--- config.mk ---
export PLATFORM = sky130hd
export DESIGN_NAME = uart_ctrl_multi
export DESIGN_NICKNAME = d
export VERILOG_FILES = /design/src/rtl/uart_ctrl_multi.sv
export SDC_FILE = /design/constraint.sdc
export NUM_CORES = 1
export LEC_CHECK = 0
export BUFFER_PORTS_ARGS = -buffer_cell sky130_fd_sc_hd__buf_4
export CAP_MARGIN = 10
export CORE_MARGIN = 2
export CORE_UTILIZATION = 46
export DETAILED_ROUTE_END_ITERATION = 8
export MAX_ROUTING_LAYER = met4
export PLACE_DENSITY_LB_ADDON = 0.3
export SLEW_MARGIN = 5
export SYNTH_ARGS = -nofsm -noshare
export SYNTH_HDL_FRONTEND = slang
export SYNTH_SLANG_ARGS = --single-unit
export TNS_END_PERCENT = 1
--- constraint.sdc ---
create_clock -name clk -period 1.9 [get_ports clk]
set_input_delay 0.19 -clock clk [delete_from_list [all_inputs] [get_ports clk]]
set_output_delay 0.19 -clock clk [all_outputs]
set_load 0.1 [all_outputs]
--- src/rtl/uart_ctrl_multi.sv ---
// uart_ctrl_multi: serialises DATA_BYTES-wide words into single-byte AXI-Lite writes to a UART TX register,
// optionally polling the UART status register until TX is not full before each byte.
module uart_ctrl_multi #(
   parameter int         DATA_BYTES  = 2,
   parameter bit         MSB_FIRST   = 1'b1,
   parameter bit         POLL_STATUS = 1'b1,
   parameter logic [3:0] TX_ADDR     = 4'h4,
   parameter logic [3:0] STAT_ADDR   = 4'h8,
   parameter int         TXFULL_BIT  = 3
) (
   input  logic                    clk,
   input  logic                    rst_n,
   input  logic [8*DATA_BYTES-1:0] data,
   input  logic                    valid,
   output logic                    ready,
   output logic [3:0]              awaddr,
   output logic                    awvalid,
   input  logic                    awready,
   output logic [7:0]              wdata,
   output logic                    wvalid,
   input  logic                    wready,
   input  logic [1:0]              bresp,
   input  logic                    bvalid,
   output logic                    bready,
   output logic [3:0]              araddr,
   output logic                    arvalid,
   input  logic                    arready,
   input  logic [7:0]              rdata,
   input  logic [1:0]              rresp,
   input  logic                    rvalid,
   output logic                    rready,
   output logic                    done,
   output logic                    err,
   input  logic                    err_clr
);
   localparam int CW = (DATA_BYTES > 1) ? $clog2(DATA_BYTES) : 1;
   typedef enum logic [2:0] {IDLE, POLL_AR, POLL_R, WRITE, RESP} state_t;
   localparam state_t FIRST = POLL_STATUS ? POLL_AR : WRITE;
   state_t                  state_q, state_d;
   logic [8*DATA_BYTES-1:0] data_q, data_d;
   logic [CW-1:0]           cnt_q, cnt_d, idx;
   logic                    aw_done_q, aw_done_d, w_done_q, w_done_d;
   logic                    ready_q, done_q, done_d, err_q, err_d;
   logic                    rdata_unused;
   assign rdata_unused = ^rdata;
   always_comb begin
      state_d   = state_q;
      data_d    = data_q;
      cnt_d     = cnt_q;
      aw_done_d = aw_done_q;
      w_done_d  = w_done_q;
      done_d    = 1'b0;
      err_d     = err_clr ? 1'b0 : err_q;
      case (state_q)
         IDLE: if (valid && ready_q) begin
            data_d  = data;
            cnt_d   = '0;
            state_d = FIRST;
         end
         POLL_AR: if (arready) state_d = POLL_R;
         POLL_R: if (rvalid) begin
            if (rresp != 2'b00) err_d = 1'b1;
            state_d = (rdata[TXFULL_BIT] && rresp == 2'b00) ? POLL_AR : WRITE;
         end
         WRITE: begin
            // AW and W complete independently; leave only once both have handshaken
            aw_done_d = aw_done_q | awready;
            w_done_d  = w_done_q | wready;
            if (aw_done_d && w_done_d) begin
               aw_done_d = 1'b0;
               w_done_d  = 1'b0;
               state_d   = RESP;
            end
         end
         RESP: if (bvalid) begin
            if (bresp != 2'b00) err_d = 1'b1;
            if (cnt_q == CW'(DATA_BYTES - 1)) begin
               done_d  = 1'b1;
               state_d = IDLE;
            end else begin
               cnt_d   = cnt_q + 1'b1;
               state_d = FIRST;
            end
         end
         default: state_d = IDLE;
      endcase
   end
   always_ff @(posedge clk or negedge rst_n)
      if (!rst_n) begin
         state_q   <= IDLE;
         data_q    <= '0;
         cnt_q     <= '0;
         aw_done_q <= 1'b0;
         w_done_q  <= 1'b0;
         ready_q   <= 1'b0;
         done_q    <= 1'b0;
         err_q     <= 1'b0;
      end else begin
         state_q   <= state_d;
         data_q    <= data_d;
         cnt_q     <= cnt_d;
         aw_done_q <= aw_done_d;
         w_done_q  <= w_done_d;
         ready_q   <= (state_d == IDLE);
         done_q    <= done_d;
         err_q     <= err_d;
      end
   assign idx     = MSB_FIRST ? CW'(DATA_BYTES - 1) - cnt_q : cnt_q;
   assign awvalid = (state_q == WRITE) && !aw_done_q;
   assign wvalid  = (state_q == WRITE) && !w_done_q;
   assign awaddr  = awvalid ? TX_ADDR : 4'h0;
   assign wdata   = wvalid ? 8'(data_q >> {idx, 3'b000}) : 8'h00;
   assign arvalid = (state_q == POLL_AR);
   assign araddr  = arvalid ? STAT_ADDR : 4'h0;
   assign rready  = (state_q == POLL_R);
   assign bready  = (state_q == RESP);
   assign ready   = ready_q;
   assign done    = done_q;
   assign err     = err_q;
endmodule

==> reports/metrics.yaml <==
hold_path.class: "input port to flip-flop"
p_per_area_mw_per_mm2: 1740
avgSynthCellArea_um2: 11.7
cts_htree_levels: 1
final_cell_mix: "buf_4, dfrtp_1, nor2_2, mux2_4"
routedWlPerCell_um: 13.9
p_leak_uw: 0.000849
finalNetCount: 198
cp_top_family: "buffers and inverters"
clock-sinks: 25
clockBufferDepth: 2
yosys_warnings: 0
synth_area_mm2: 0.00133
cts_tree: "yes"
rows: 19
yosysUniqueCellTypes: 32
hpwlAfterDp_um: 2000
die_width_um: 57.7
pwr-share-clk_pct: 7.5
slowest_delay_ns: 0.44
ys_seq_area_share_pct: 47.2
hold_viol: 0
synthCells: 113
rsz0062_at_grt: "false"
port_buffers: 47
power_switching_uw: 1570
track_usage_pct: 17.6
io_pins: 61
cp.required_ns: 1.71
cpMaxStageDelayCell: "dfrtp_2"
gr-total-overflow: 0
finalPower_uw: 3160
vias_per_cell: 5.18
core_area_mm2: 0.00276
vias: 990
clk_pin_slew_ns: 0.14
grt_pass1_vias: 1008
clk_latency_ns: 0.32
worst_pin_slew_ns: 0.519
initial_core_util_pct: 48.0
cp.arrival_ns: 1.64
drc: 0
vdd_drop_max_uv: 1340
grt_pass1_wl_um: 4420
sw_frac_of_total_pct: 49.5
endpoint_kind: "primary output"
crit_type: "flip-flop to primary output"
relSlewSlack_pct: 65.4
setup_ws_ns: 0.0712
fin_setup_tns_ns: 0
grt_max_degree: 26
setup_viol: 0
cts_buffers: 3
drtPass1Iterations: 4
route.final.wire_length_um: 2660
fin_crit_ns: 1.83
diodes: 0
combPwrFrac_pct: 61.1
p_seq_share_pct: 31.3
drtAntennaViolNets: 0
critPathMaxFanout: 5
layout_commonest_cell: "buf_4"
maxSlewViolCount: 0
status: "complete, no violations"
cts_root_buf: "clkbuf_4"
gp_congestion: 0.803
fmax_ghz: 0.547
p_int_uw: 1600
fin_worst_skew_ns: 0.0139
die-area_mm2: 0.00333
drive_above_1_share_pct: 55.6
die_h_um: 57.7
cp-start-kind: "flip-flop"
cap_violations: 0
ys_ff_latch: 25
dp_slack_ns: 0.0631
fin_crit_sh_pct: 96.3
antenna_found_initial: 0
cp_cell_sequence: "buf_4 -> or3b_1 -> inv_2 -> buf_12"
drtIter0Drc: 16
cp.buffers_inverters: 3
area_growth_pct: 36.9
==> what timing repair did <==
action,in CTS,in global routing
endpoints found under the hold margin,25,0
hold buffers,1,0
pin swaps,0,0
resized for setup,15,3
setup endpoints to repair,10,10
setup buffers,0,1
==> path summary, 6_finish.rpt <==
| check | startpoint | endpoint | slack, ns | cells after the start |
|---|---|---|---|---|
| max | state_q[0] | bready | 0.07 | 4 |
| min | data[12] | data_q[12] | 0.09 | 2 |
| max reg2reg | state_q[0] | data_q[6] | 0.33 | 4 |
| min reg2reg | data_q[15] | data_q[15] | 0.53 | 1 |
| max in group asynchronous | rst_n | state_q[0] | 1.33 | 2 |
| min in group asynchronous | rst_n | data_q[11] | 0.29 | 2 |
==> layer usage <==
layer / vias to the layer above / GRT usage [%] / wire (um)
li1: 473 / - / -
met1: 476 / 21.8 / 1140
met2: 39 / 29.9 / 1320
met3: 2 / 2.68 / 178
met4: 0 / 4.98 / 20
met5: - / - / 0
==> cell usage after synthesis (all sizes together) <==
cell	instances	area, um2
a211o	1	8.76
a21oi	3	15.0
a22o	1	8.76
and3	1	6.26
and3b	1	8.76
and4bb	1	12.5
buf	12	98.8
clkbuf	2	7.51
conb	1	3.75
dfrtp	25	626
inv	3	11.3
mux2	16	214
mux2i	8	80.1
nand2	3	11.3
nand2b	2	12.5
nand3	1	5.00
nand3b	2	15.0
nand4bb	1	11.3
nor2	17	63.8
nor3b	3	22.5
nor4	1	21.3
nor4bb	1	10.0
o211ai	1	7.51
o21ai	2	10.0
o21bai	1	7.51
o221ai	1	8.76
o32ai	1	8.76
or3b	1	8.76
==> cells by family after synthesis <==
kind of cell    after synthesis  share of synthesized area (%)
simple gates                 35                           15.8
flops                        25                           47.2
mux                          24                           22.2
buf+inv                      17                           8.88
compound gates               11                           5.67
other cells                   1                          0.283
==> power by group through the flow <==
stage / Clock [uW] / Combinational, uW / Sequential [uW]
2_1_floorplan: 0 / 1530 / 1030
3_3_place_gp: 0 / 1840 / 989
3_5_place_dp: 0 / 1870 / 1010
4_1_cts: 250 / 1920 / 1000
5_1_grt: 267 / 2040 / 1030
6_report: 237 / 1930 / 991
==> worst register-to-register path, stage by stage (launching register included) <==
cell     delay, ns
dfrtp_2       0.44
buf_4         0.15
nor4_4        0.32
buf_12        0.21
mux2_2        0.35
==> registers in the layout, summed over array words and instances, names as in the netlist <==
register and cells:
data_q 16, aw_done_q 1, w_done_q 1, state_q 3
ready 1, err 1, done 1, cnt_q 1
==> stage by stage <==
stage / hold slack [ns] / util, % / std cells / area [um2]
floorplan: -0.106 / - / 118 / 1390
global placement: 0.110 / 62.0 / 185 / 1710
detailed placement: 0.115 / 62.0 / 185 / 1710
CTS: 0.0764 / 65.3 / 190 / 1800
global route: 0.0728 / 65.8 / 191 / 1810
finish: 0.0877 / 65.8 / 191 / 1810
==> layout make-up <==
class                   instances  area, um2
inverters                       3       11.3
flip-flops and latches         25        628
well taps                      31       38.8
fillers                       238        943
clock inverters                 1       7.51
clock buffers                   3       22.5
multi-input cells              76        654
repair buffers                 52        452
(Power assumes the default switching activity.)
